### src/rtl/gate_sweep_if.sv
// Handshake and result bundle between a sweep host and gate_sweep_ctrl.
// The host (master) owns start/abort and feeds back the two gate outputs.
// The controller (slave) owns the drive vector and the sweep results.
interface gate_sweep_if #(
  parameter int N_IN = 2
);
  logic                   start;
  logic                   abort;
  logic                   s_a;
  logic                   s_b;
  logic [N_IN-1:0]        drive;
  logic                   busy;
  logic                   done;
  logic                   pass;
  logic [N_IN:0]          err_count;
  logic [N_IN-1:0]        first_err_idx;
  logic [(1<<N_IN)-1:0]   result_vec;

  modport master (
    output start, abort, s_a, s_b,
    input  drive, busy, done, pass, err_count, first_err_idx, result_vec
  );

  modport slave (
    input  start, abort, s_a, s_b,
    output drive, busy, done, pass, err_count, first_err_idx, result_vec
  );
endinterface

### src/rtl/gate_sweep_ctrl.sv
// Exhaustive sweep sequencer for a pair of combinational gate implementations.
// Walks every input vector, waits SETTLE cycles on each, then samples both
// outputs, recording A's truth table and counting A/B disagreements.
module gate_sweep_ctrl #(
  parameter int N_IN   = 2,
  parameter int SETTLE = 1
) (
  input  logic         clk,
  input  logic         rst_n,
  gate_sweep_if.slave  bus
);
  localparam int              VEC      = 1 << N_IN;
  localparam logic [3:0]      SETTLE_L = 4'(SETTLE);
  localparam logic [N_IN-1:0] LAST     = '1;
  localparam logic [N_IN-1:0] DRV_ONE  = N_IN'(1);
  localparam logic [N_IN:0]   ERR_ONE  = (N_IN+1)'(1);

  typedef enum logic [1:0] {S_IDLE, S_WAIT, S_SAMPLE, S_DONE} state_t;

  state_t            state_q, state_d;
  logic [3:0]        cnt_q, cnt_d;
  logic [N_IN-1:0]   drive_q, drive_d;
  logic [N_IN:0]     err_q, err_d;
  logic [N_IN-1:0]   first_q, first_d;
  logic [VEC-1:0]    result_q, result_d;
  logic              pass_q, pass_d;
  logic              busy_o, done_o;

  // State register
  always_ff @(posedge clk or negedge rst_n) begin
    if (!rst_n) state_q <= S_IDLE;
    else        state_q <= state_d;
  end

  // Next-state logic; abort only matters while the sweep is running
  always_comb begin
    state_d = state_q;
    case (state_q)
      S_IDLE:   if (bus.start) state_d = (SETTLE_L != 4'd0) ? S_WAIT : S_SAMPLE;
      S_WAIT: begin
        if (bus.abort)            state_d = S_IDLE;
        else if (cnt_q <= 4'd1)   state_d = S_SAMPLE;
      end
      S_SAMPLE: begin
        if (bus.abort)            state_d = S_IDLE;
        else if (drive_q == LAST) state_d = S_DONE;
        else                      state_d = (SETTLE_L != 4'd0) ? S_WAIT : S_SAMPLE;
      end
      S_DONE:                     state_d = S_IDLE;
      default:                    state_d = S_IDLE;
    endcase
  end

  // Output decode straight from the registered state
  always_comb begin
    busy_o = 1'b0;
    done_o = 1'b0;
    case (state_q)
      S_WAIT, S_SAMPLE: busy_o = 1'b1;
      S_DONE:           done_o = 1'b1;
      default: ;
    endcase
  end

  // Datapath next values: settle counter, drive vector and sweep results
  always_comb begin
    cnt_d    = cnt_q;
    drive_d  = drive_q;
    err_d    = err_q;
    first_d  = first_q;
    result_d = result_q;
    pass_d   = pass_q;
    case (state_q)
      S_IDLE: begin
        if (bus.start) begin
          err_d    = '0;
          first_d  = '0;
          result_d = '0;
          drive_d  = '0;
          pass_d   = 1'b0;
          cnt_d    = SETTLE_L;
        end
      end
      S_WAIT: begin
        if (bus.abort) begin
          drive_d = '0;
          pass_d  = 1'b0;
        end else begin
          cnt_d = cnt_q - 4'd1;
        end
      end
      S_SAMPLE: begin
        // An abort in the sample cycle discards that sample entirely
        if (bus.abort) begin
          drive_d = '0;
          pass_d  = 1'b0;
        end else begin
          result_d[drive_q] = bus.s_a;
          if (bus.s_a != bus.s_b) begin
            err_d = err_q + ERR_ONE;
            if (err_q == '0) first_d = drive_q;
          end
          if (drive_q != LAST) begin
            drive_d = drive_q + DRV_ONE;
            cnt_d   = SETTLE_L;
          end
        end
      end
      S_DONE:  pass_d = (err_q == '0);
      default: ;
    endcase
  end

  // Datapath registers
  always_ff @(posedge clk or negedge rst_n) begin
    if (!rst_n) begin
      cnt_q    <= '0;
      drive_q  <= '0;
      err_q    <= '0;
      first_q  <= '0;
      result_q <= '0;
      pass_q   <= 1'b0;
    end else begin
      cnt_q    <= cnt_d;
      drive_q  <= drive_d;
      err_q    <= err_d;
      first_q  <= first_d;
      result_q <= result_d;
      pass_q   <= pass_d;
    end
  end

  assign bus.drive         = drive_q;
  assign bus.busy          = busy_o;
  assign bus.done          = done_o;
  assign bus.pass          = pass_q;
  assign bus.err_count     = err_q;
  assign bus.first_err_idx = first_q;
  assign bus.result_vec    = result_q;
endmodule

### src/flat_wrapper.sv
// flat-port wrapper written by rule: the top's interface ports become plain ports
module gate_sweep_ctrl_flat 
#(
  parameter int N_IN   = 2,
  parameter int SETTLE = 1
)
  (clk, rst_n, bus_start, bus_abort, bus_s_a, bus_s_b, bus_drive, bus_busy, bus_done, bus_pass, bus_err_count, bus_first_err_idx, bus_result_vec);
  gate_sweep_if #(.N_IN(N_IN)) bus_i ();
  input  logic clk;
  input  logic rst_n;
  input wire logic [$bits(bus_i.start)-1:0] bus_start;
  input wire logic [$bits(bus_i.abort)-1:0] bus_abort;
  input wire logic [$bits(bus_i.s_a)-1:0] bus_s_a;
  input wire logic [$bits(bus_i.s_b)-1:0] bus_s_b;
  output wire logic [$bits(bus_i.drive)-1:0] bus_drive;
  output wire logic [$bits(bus_i.busy)-1:0] bus_busy;
  output wire logic [$bits(bus_i.done)-1:0] bus_done;
  output wire logic [$bits(bus_i.pass)-1:0] bus_pass;
  output wire logic [$bits(bus_i.err_count)-1:0] bus_err_count;
  output wire logic [$bits(bus_i.first_err_idx)-1:0] bus_first_err_idx;
  output wire logic [$bits(bus_i.result_vec)-1:0] bus_result_vec;
  assign bus_i.start = bus_start;
  assign bus_i.abort = bus_abort;
  assign bus_i.s_a = bus_s_a;
  assign bus_i.s_b = bus_s_b;
  assign bus_drive = bus_i.drive;
  assign bus_busy = bus_i.busy;
  assign bus_done = bus_i.done;
  assign bus_pass = bus_i.pass;
  assign bus_err_count = bus_i.err_count;
  assign bus_first_err_idx = bus_i.first_err_idx;
  assign bus_result_vec = bus_i.result_vec;
  gate_sweep_ctrl #(.N_IN(N_IN), .SETTLE(SETTLE)) u_core (.clk(clk), .rst_n(rst_n), .bus(bus_i));
endmodule
### config.mk
export PLATFORM = sky130hd
export DESIGN_NAME = gate_sweep_ctrl_flat
export DESIGN_NICKNAME = d
export VERILOG_FILES = /design/src/rtl/gate_sweep_if.sv /design/src/rtl/gate_sweep_ctrl.sv /design/src/flat_wrapper.sv
export SDC_FILE = /design/constraint.sdc
export NUM_CORES = 1
export LEC_CHECK = 0
export CORE_MARGIN = 2
export CORE_UTILIZATION = 40
export CTS_CLUSTER_DIAMETER = 30
export DETAILED_ROUTE_END_ITERATION = 16
export DONT_BUFFER_PORTS = 1
export PLACE_DENSITY = 0.52
export SLEW_MARGIN = 20
export SYNTH_ARGS = -nofsm -noshare
export SYNTH_HDL_FRONTEND = slang
export SYNTH_SLANG_ARGS = --single-unit
### constraint.sdc
create_clock -name clk -period 1.7 [get_ports clk]
set_input_delay 0.255 -clock clk [delete_from_list [all_inputs] [get_ports clk]]
set_output_delay 0.255 -clock clk [all_outputs]
set_load 0.01 [all_outputs]
==> flow_metrics.env <==
export IMPL_tritoncts="built"
export IMPL_drt_total_wl_mm=2.61
export IMPL_drc_errors=0
export IMPL_antenna_found_initial=0
export IMPL_path_clk_slew_ns=0.11
export IMPL_port_buffers=0
export IMPL_crit_type="register to register"
export IMPL_cp_arrival_ns=1.83
export IMPL_viasPerCell=5.24
export IMPL_io_pins=20
export IMPL_final_cell_mix="dfrtp_1 (18), o21ai_0 (17), buf_4 (15), nand2_1 (11)"
export IMPL_finalMaxSlewViolations=0
export IMPL_cts_root_buf="clkbuf_4"
export IMPL_dp_cells=165
export IMPL_cp_end_kind="register"
export IMPL_tightest_slew_ns=0.832
export IMPL_dpl_instance_area_sq_um=1260
export IMPL_syn_to_final_growth_pct=19.4
export IMPL_fin_crit_ns=1.64
export IMPL_path_max_fanout=4
export IMPL_cts_buffers=3
export IMPL_required_ns=1.89
export IMPL_die_h_um=57.6
export IMPL_grt_max_degree=19
export IMPL_synth_warnings=0
export IMPL_initialDrtViolationCount=16
export IMPL_period_share=0.965
export IMPL_firstDrtPassIters=4
export IMPL_slew_headroom=0.443
export IMPL_finalNonFillerCells=172
export IMPL_cts_sinks=18
export IMPL_grt_pass1_vias=916
export IMPL_fmax_mhz=609
export IMPL_synth_nets=145
export IMPL_clockBufferDepth=2
export IMPL_synthCells=125
export IMPL_status="finished, final reports clean"
export IMPL_core_sq_um=2730
export IMPL_drive_gt1_frac=0.234
export IMPL_hp_class="input port to register"
export IMPL_yosysUniqueCellTypes=25
export IMPL_insertion_delay_ns=0.30
export IMPL_fin_skew_ns=0.00358
export IMPL_ys_seq_area_frac=0.392
export IMPL_netlist_area_sq_um=1150
export IMPL_vias=901
export IMPL_dp_hpwl_mm=1.98
export IMPL_ys_flop_type="dfrtp_1"
export IMPL_grt_pass1_wl_mm=4.37
export IMPL_max_cap_violations=0
export IMPL_report_final_setup_viol=0
export IMPL_route_antenna_remaining_nets=0
export IMPL_p_leak_nw=0.649
export IMPL_start_kind="register"
export IMPL_final_common_cell="dfrtp_1"
export IMPL_start_util=0.420
export IMPL_power_density_nw_per_um2=1400
export IMPL_whs_path_depth=2
export IMPL_avgRoutedWirePerCell_um=15.2
export IMPL_final_nets=163
export IMPL_rows=19
export IMPL_track_usage=0.179
export IMPL_synth_seq_cells=18
export IMPL_diodes=0
export IMPL_h_tree_depth=1
export IMPL_fin_area_sq_um=1370
export IMPL_reg2reg_depth=8
export IMPL_avgSynthCellArea_sq_um=9.19
export IMPL_die_area_sq_um=3320
export IMPL_synth_edf_count=0
export IMPL_place_congestion=0.754
export IMPL_ir_drop_mv=0.772
export IMPL_grt_ovfl_total=0
export IMPL_async_reset_ff_frac=1.00
export IMPL_fp_dieW_um=57.6
export IMPL_hold_viol=0
## flip-flops by register name (all words and copies together) (netlist names)
signal,flops
u_core.state_q,2
u_core.bus.err_count,3
u_core.bus.result_vec,4
u_core.bus.drive,2
u_core.bus.pass,1
u_core.cnt_q,4
u_core.bus.first_err_idx,2
## final timing paths
check | from | end | slack, ns
setup / recovery | u_core.state_q[1] | u_core.bus.result_vec[1] | 0.06
hold / removal | bus_s_a | u_core.bus.result_vec[0] | 0.12
setup reg to reg | u_core.state_q[1] | u_core.bus.result_vec[1] | 0.06
hold reg to reg | u_core.cnt_q[1] | u_core.cnt_q[1] | 0.52
max in group asynchronous | rst_n | u_core.bus.result_vec[2] | 0.70
min in group asynchronous | rst_n | u_core.cnt_q[3] | 0.49
## cell usage after synthesis, types with 3 or more instances
library cell / number / share of area
dfrtp_1: 18 / 0.39
nor2_1: 4 / 0.013
nand2b_1: 3 / 0.016
inv_1: 12 / 0.039
nor2b_1: 7 / 0.038
ha_1: 14 / 0.15
o21ai_0: 19 / 0.083
nand3_1: 3 / 0.013
a21oi_1: 7 / 0.030
mux2i_1: 7 / 0.061
nand2_1: 12 / 0.039
## metal layers
layer  track usage  vias to the layer above  routed length, um
met3        0.0385                        4                100
met2         0.282                       16               1230
met1         0.229                      424               1220
li1              -                      457                  -
met4        0.0897                        0                 48
met5             0                        -                  0
## per-stage QoR
stage               setup slack, ns  hold slack, ns  utilization  power, mW  setup TNS [ns]
finish                       0.0592           0.123        0.502       1.92               0
global route               -0.00127           0.139        0.502       2.09        -0.00127
CTS                          0.0187           0.116        0.485       1.84               0
detailed placement          -0.0651         -0.0401        0.463       1.53          -0.148
global placement             0.0494         -0.0401        0.463       1.52               0
floorplan                    0.0474         -0.0406            -       1.21               0
## logic make-up after synthesis
group | synth area share
mux | 0.0806
flops | 0.392
xor+xnor | 0.00763
compound gates | 0.133
fa+ha+maj | 0.153
buf+inv | 0.0501
simple gates | 0.184
## report_power, final
part / internal (mW) / switching [mW]
logic: 0.541 / 0.567
registers: 0.510 / 0.0848
clock network: 0.0826 / 0.139
## critical path, cell delays in order (launching register included)
cell and delay [ns]:
dfrtp_1 0.41, inv_2 0.08, ha_4 0.18, mux2i_2 0.16
buf_4 0.14, buf_4 0.13, a21o_1 0.18, o21ai_0 0.15
o21ai_0 0.10
## area by class of cell
cell class / instances / area, sq um
clock buffer: 3 / 22.5
fill: 259 / 1360
inverter: 12 / 47.5
multi-input combinational: 92 / 689
sequential: 18 / 450
tap: 31 / 38.8
timing repair buffer: 16 / 123
## repair_timing
action,4_1_cts,5_1_grt
setup endpoints to repair,7,14
setup buffers,2,1
hold endpoints to repair,18,0
gates resized for setup,5,12
hold buffers,1,0
pin swaps,0,1
(Power assumes the default switching activity.)
